$ cat config.mk
export PLATFORM = sky130hd
export DESIGN_NAME = ntt_bank_wb
export DESIGN_NICKNAME = d
export VERILOG_FILES = /design/src/rtl/ntt_bank_wb.sv
export SDC_FILE = /design/constraint.sdc
export NUM_CORES = 1
export LEC_CHECK = 0
export BUFFER_PORTS_ARGS = -buffer_cell sky130_fd_sc_hd__buf_2
export CORE_MARGIN = 5
export CORE_UTILIZATION = 45
export DETAILED_ROUTE_END_ITERATION = 8
export MAX_ROUTING_LAYER = met4
export PLACE_DENSITY_LB_ADDON = 0.08
export RECOVER_POWER = 50
export SLEW_MARGIN = 20
export SYNTH_ARGS = -nofsm -noshare
export SYNTH_HDL_FRONTEND = slang
export SYNTH_SLANG_ARGS = --single-unit
$ cat constraint.sdc
create_clock -name clk -period 2.7 [get_ports clk]
set_input_delay 0.54 -clock clk [delete_from_list [all_inputs] [get_ports clk]]
set_output_delay 0.54 -clock clk [all_outputs]
set_load 0.01 [all_outputs]
$ cat src/rtl/ntt_bank_wb.sv
// NTT write-back stage: delays read-beat addresses to meet routed butterfly data and issues bank writes.
// Optional overrun checking is built only when WB_OVERRUN_CHK_EN is defined.
module ntt_bank_wb #(
    parameter int unsigned data_width = 12,
    parameter int unsigned addr_width = 7,
    parameter int unsigned LAT        = 13,
    parameter int unsigned GROUPS     = 128
) (
    input  logic                  clk,
    input  logic                  rst,
    input  logic                  start,
    input  logic                  rd_valid,
    input  logic [addr_width-1:0] rd_addr_0,
    input  logic [addr_width-1:0] rd_addr_1,
    input  logic [addr_width-1:0] rd_addr_2,
    input  logic [addr_width-1:0] rd_addr_3,
    input  logic [data_width-1:0] d0,
    input  logic [data_width-1:0] d1,
    input  logic [data_width-1:0] d2,
    input  logic [data_width-1:0] d3,
    output logic                  wen,
    output logic [addr_width-1:0] waddr_0,
    output logic [addr_width-1:0] waddr_1,
    output logic [addr_width-1:0] waddr_2,
    output logic [addr_width-1:0] waddr_3,
    output logic [data_width-1:0] wdata_0,
    output logic [data_width-1:0] wdata_1,
    output logic [data_width-1:0] wdata_2,
    output logic [data_width-1:0] wdata_3,
    output logic                  busy,
    output logic                  stage_done,
    output logic                  err
);

    localparam int unsigned cnt_w = $clog2(GROUPS + 1);
    localparam logic [cnt_w-1:0] cnt_last = cnt_w'(GROUPS - 1);
    localparam logic [cnt_w-1:0] cnt_max  = cnt_w'(GROUPS);

    typedef enum logic [1:0] {StIdle, StRun, StDone} state_e;

    state_e                              state_q;
    logic [cnt_w-1:0]                    cnt_q;
    logic [LAT-1:0]                      dl_valid_q;
    logic [LAT-1:0][4*addr_width-1:0]    dl_addr_q;
    logic                                line_valid;
    logic [4*addr_width-1:0]             line_addr;

    assign line_valid = dl_valid_q[LAT-1];
    assign line_addr  = dl_addr_q[LAT-1];

    always_ff @(posedge clk or negedge rst) begin
        if (!rst) begin
            dl_valid_q <= '0;
            dl_addr_q  <= '0;
        end else begin
            dl_valid_q[0] <= rd_valid;
            dl_addr_q[0]  <= {rd_addr_3, rd_addr_2, rd_addr_1, rd_addr_0};
            for (int k = 1; k < LAT; k++) begin
                dl_valid_q[k] <= dl_valid_q[k-1];
                dl_addr_q[k]  <= dl_addr_q[k-1];
            end
        end
    end

    // Data arrives in the same cycle as the delayed address; both are captured together.
    always_ff @(posedge clk or negedge rst) begin
        if (!rst) begin
            wen     <= 1'b0;
            waddr_0 <= '0;
            waddr_1 <= '0;
            waddr_2 <= '0;
            waddr_3 <= '0;
            wdata_0 <= '0;
            wdata_1 <= '0;
            wdata_2 <= '0;
            wdata_3 <= '0;
        end else begin
            wen <= line_valid;
            if (line_valid) begin
                waddr_0 <= line_addr[0*addr_width +: addr_width];
                waddr_1 <= line_addr[1*addr_width +: addr_width];
                waddr_2 <= line_addr[2*addr_width +: addr_width];
                waddr_3 <= line_addr[3*addr_width +: addr_width];
                wdata_0 <= d0;
                wdata_1 <= d1;
                wdata_2 <= d2;
                wdata_3 <= d3;
            end
        end
    end

    always_ff @(posedge clk or negedge rst) begin
        if (!rst) begin
            state_q    <= StIdle;
            cnt_q      <= '0;
            busy       <= 1'b0;
            stage_done <= 1'b0;
        end else begin
            unique case (state_q)
                StIdle: begin
                    if (start) begin
                        state_q <= StRun;
                        cnt_q   <= '0;
                        busy    <= 1'b1;
                    end
                end
                StRun: begin
                    if (wen) begin
                        if (cnt_q == cnt_last) begin
                            state_q    <= StDone;
                            stage_done <= 1'b1;
                            busy       <= 1'b0;
                        end
                        if (cnt_q < cnt_max) cnt_q <= cnt_q + 1'b1;
                    end
                end
                StDone: begin
                    state_q    <= StIdle;
                    stage_done <= 1'b0;
                end
                default: state_q <= StIdle;
            endcase
        end
    end

`ifdef WB_OVERRUN_CHK_EN
    // Setting wins over the clear so an overrun on the accepting cycle is not lost.
    always_ff @(posedge clk or negedge rst) begin
        if (!rst) begin
            err <= 1'b0;
        end else if ((state_q == StIdle && start && rd_valid) ||
                     (line_valid && state_q != StRun)) begin
            err <= 1'b1;
        end else if (state_q == StIdle && start) begin
            err <= 1'b0;
        end
    end
`else
    assign err = 1'b0;
`endif

endmodule

==> Yosys cells after proc, flatten, opt, wreduce, memory -nomap -nowiden <==
Index checks and enable logic that the tools add are counted.
{ "word_totals": {"ff_bits": 466, "elab_cells": 58, "in_bits": 80} }
{ "op_classes": {"magnitude_cmp": 1, "eq_ne": 7, "reduce_logical": 7, "n_addsub": 1, "n_mux": 15} }
{ "op_table": {"columns": ["op", "n"], "rows": [
  ["8-bit two-way mux", 3],
  ["8-bit case mux with 2 select lines", 1],
  ["8-bit by 1-bit adder with 8-bit output, second input constant", 1],
  ["8-bit by 7-bit == test with 1-bit output, second input constant", 1],
  ["8-bit less-than comparator, second input constant", 1],
  ["2-bit != test, second input constant", 4],
  ["4-bit AND reduction", 2],
  ["2-bit two-way mux", 3],
  ["3-bit AND reduction", 2],
  ["1-bit two-way mux", 5],
  ["1-bit case mux with 2 select lines", 2],
  ["2-bit case mux with 2 select lines", 1],
  ["2-bit nonzero test", 2],
  ["2-bit by 1-bit == test with 1-bit output, second input constant", 1],
  ["2-bit == test, second input constant", 1],
  ["2-bit logical NOT", 1]
]} }

==> Depth between registers and ports, before layout <==
{ "logic_depth": {"word_depth": 4, "ltp_mapped": 5} }

==> Least setup slack after synthesis <==
Ideal clock, no wire load.
{ "synth_timing": {"kind": "input-to-reg", "start": "input start", "end": "register cnt_q[7]", "setup_ns": 0.065, "cell_stages": 4, "slack_ns": 1.215, "arrival_ns": 1.421, "cell_sequence": "or3b_1 > buf_6 > a2111oi_4 > o21a_1"} }
{ "synth_between": {"elab_chain_cells": 2} }
{ "synth_rtl": {"columns": ["item", "line", "source"], "rows": [
  ["start, declared", "11", "input logic start,"],
  ["2-bit != test (no line)", null, null],
  ["4-bit AND reduction (no line)", null, null],
  ["end signal, assigned", "114", "if (cnt_q < cnt_max) cnt_q <= cnt_q + 1'b1;"],
  ["end, declared", "42", "logic [cnt_w-1:0] cnt_q;"]
]} }
Every way passes these cells.
A chain may end at the register's enable or synchronous reset.

==> Worst setup path after layout <==
{ "layout_timing": {"start": "register dl_valid_q[12]", "end": "register wdata_3[8]"} }
{ "layout_rtl": {"columns": ["item", "line", "source"], "rows": [
  ["start, declared", "43", "logic [LAT-1:0] dl_valid_q;"],
  ["start signal, assigned by index", "59", "dl_valid_q[k] <= dl_valid_q[k-1];"],
  ["end signal, assigned", "76", "wdata_3 <= '0;"],
  ["end signal, assigned", "87", "wdata_3 <= d3;"],
  ["end, declared", "29", "output logic [data_width-1:0] wdata_3,"]
]} }
No word-level cell between the ends.

==> impl_metrics.tcl <==
set metrics [dict create \
    status "finished, final reports clean" \
    critPathKind "reg2reg" \
    fill_cells 2255 \
    io_buffers 158 \
    grt_pass1_vias 5850 \
    synth.distinct_cells 31 \
    wirelength_mm 17.2 \
    start_kind "flop" \
    fin_ws_ps 580 \
    first_iter_violations 232 \
    hold_path_class "in2reg" \
    cp_top_family "flip-flops" \
    syn_avg_cell_area_um2 21.4 \
    netSwitchingFraction_pct 20.6 \
    dr.pass1.iters 4 \
    cts_tree "built" \
    dieHeight_um 179 \
    synth_most_common_cell "dfrtp_1" \
    synth_top_cell_by_area "dfrtp_1" \
    path_clk_slew_ps 60 \
    synth_edf_count 0 \
    cts_root_buf "clkbuf_16" \
    route.detailed.drc 0 \
    clkPwrFrac_pct 43.8 \
    vdd_drop_max_v 0.000491 \
    grt_overflow_total 0 \
    slew_violations 0 \
    p_per_area_mw_per_mm2 934 \
    synth_adder_area_share_pct 0.0969 \
    ys_seq_elements 466 \
    tns_ps 0 \
    dieArea_mm2 0.0322 \
    final_core_util_pct 55.8 \
    cp-end-kind "flop" \
    dp_slack_ps 784 \
    switchingPower_uw 3060 \
    cts_made_buffers 47 \
    synthCells 603 \
    period_share_pct 78.5 \
    wire_per_inst_um 14.0 \
    die_x_um 179 \
    hold_start "rd_addr_1[1]" \
    core-area_mm2 0.0285 \
    fin_nets 891 \
    synth_area_leaders "dfrtp_1, mux2_2, mux2i_1" \
    path_cells "buf_4 -> mux2_2" \
    relSlewSlack_pct 7.20 \
    rows 62 \
    tightest_slew_ps 1390 \
    slowest_delay_ps 1270 \
    r2r_start "dl_valid_q[12]" \
    grt_pass1_wl_mm 29.0 \
    hold_end "dl_addr_q[8]" \
    path_buf_inv 1 \
    cts_num_sinks 466 \
    critPathSlowestCell "dfrtp_1" \
    num_io_pins 160 \
    finalHoldViolCount 0 \
    clockBufferDepth 3 \
    drtAntennaViolNets 0 \
    rsz0062_at_grt "no" \
    crit_required_ps 3090 \
    grt_max_degree 75 \
    yosysSeqAreaShare_pct 90.3 \
    ys.flop_type "dfrtp_1" \
    via_count 5342 \
    fin_crit_ps 2120 \
    min_path_cells 1 \
    r2r_cells 2 \
    synth_top_area_share_pct 90.3 \
    final_cell_area_mm2 0.0159 \
    intPower_uw 11800 \
    viasPerCell 4.34 \
    async_reset_ff_share_pct 100 \
    clock_skew_ps 10.9 \
    ys_warn_count 0 \
    syn_to_final_growth_pct 23.3 \
    cp.arrival_ps 2510 \
    antenna_found_initial 0 \
    antenna_cells 0 \
    synth_compound_area_share_pct 0.814 \
    synth_simple_gate_area_share_pct 1.18 \
    synth_common_cells "dfrtp_1, mux2_2, nand2_1, buf_2, nand3_1" \
    max-cap-violations 0 \
    synth_area_mm2 0.0129 \
    initial_core_util_pct 45.2 \
    setup_viol 0 \
    track_usage_pct 11.4 \
    synth_nets 684 \
    postPlaceCellArea_mm2 0.0143 \
    worstSkewPairLatency_ps 520 \
    htreeDepth 2 \
    worst-path-max-fanout 30 \
    hpwl_mm 10.3 \
    postCtsSetupBuffers 0 \
    layout-drive-gt1-share_pct 38.6 \
    synth-xor-area-share_pct 0 \
    ff2ff_setup_slack_ps 580 \
    gp_congestion 0.664 \
    seqPwrFrac_pct 51.4 \
    fmaxAchievable_ghz 0.472 \
    synthMuxAreaShare_pct 6.94 \
    p_leak_uw 0.00736 \
    pwr-share-comb_pct 4.8 \
    r2r_end "wdata_3[8]" \
    synth_top_family_by_area "multiplexers" \
]
-- flip-flops by register name, indices dropped and copies added (netlist names) --
register	count
waddr_3	7
wdata_0	12
state_q	2
wdata_1	12
line_addr	28
wdata_2	12
stage_done	1
waddr_0	7
dl_addr_q	336
waddr_2	7
wen	1
dl_valid_q	13
wdata_3	12
waddr_1	7
busy	1
cnt_q	8
-- worst reg2reg max path, stage by stage, from the launching register on --
cell	delay [ps]
dfrtp_1	1270
buf_4	370
mux2_2	360
-- cells by family (layout without fill, tap and decap cells) --
kind of cell               after synthesis  in the layout
buffers and inverters                   16            260
DFF                                    466            466
and+or+nand+nor                         28             28
AOI/OAI and AO/OA                       11             11
other                                    1              1
muxes                                   80             80
adders and majority gates                1              1
-- repair_timing --
action / CTS / global route
hold buffers: 1 / 0
resized for setup: 0 / 0
endpoints found under the hold margin: 7 / 0
-- power groups by stage --
stage               Combinational [uW]  Clock (uW)  Sequential, uW
detailed placement                 736           0            7770
floorplan                          276           0            7770
global route                       812        7030            7700
finish                             717        6510            7640
global placement                   694           0            7740
CTS                                738        6730            7650
-- cell type report --
type	instances	area, um2	share of cell area, %
inverters	4	15.0	0.0943
clock inverters	21	269	1.69
multi-input cells	121	1170	7.35
repair buffers	170	981	6.16
clock buffers	65	1340	8.44
flip-flops and latches	466	11700	73.2
well taps	384	480	3.02
-- through the flow --
stage,total power [uW],std cells,hold WS (ps)
CTS,15100,1231,88.2
global route,15500,1231,93.8
detailed placement,8510,1144,335
finish,14900,1231,121
global placement,8430,1144,332
floorplan,8050,603,244
-- cell usage in the layout (no fill, tap or decap), types with 2 or more instances in the layout --
| cell | n |
|---|---|
| buf_2 | 157 |
| dfrtp_1 | 466 |
| clkbuf_8 | 10 |
| nand2b_1 | 4 |
| a21oi_1 | 2 |
| clkinv_2 | 10 |
| nand3_1 | 5 |
| clkbuf_1 | 8 |
| nand2_1 | 8 |
| nor2_1 | 3 |
| clkinvlp_4 | 4 |
| bufinv_16 | 6 |
| mux2i_1 | 4 |
| inv_1 | 4 |
| clkbuf_16 | 47 |
| o31ai_1 | 2 |
| mux2_2 | 76 |
| buf_4 | 4 |
| buf_12 | 7 |
| a211oi_2 | 2 |
-- worst max-delay path by stage --
| stage | from | endpoint | slack [ps] | cells past startpoint |
|---|---|---|---|---|
| floorplan | start | cnt_q[7] | 1210 | 4 |
| global placement | start | cnt_q[7] | 910 | 4 |
| detailed placement | start | cnt_q[5] | 780 | 4 |
| CTS | state_q[1] | cnt_q[5] | 950 | 3 |
| global route | dl_valid_q[12] | wdata_3[8] | 460 | 2 |
| finish | dl_valid_q[12] | wdata_3[8] | 580 | 2 |
-- routing by layer --
layer | wire, um | GRT usage, %
met5 | 0 | -
met4 | 519 | 4.25
met3 | 1070 | 2.81
met2 | 8340 | 17.3
met1 | 7250 | 15.3
(Power assumes the default switching activity.)
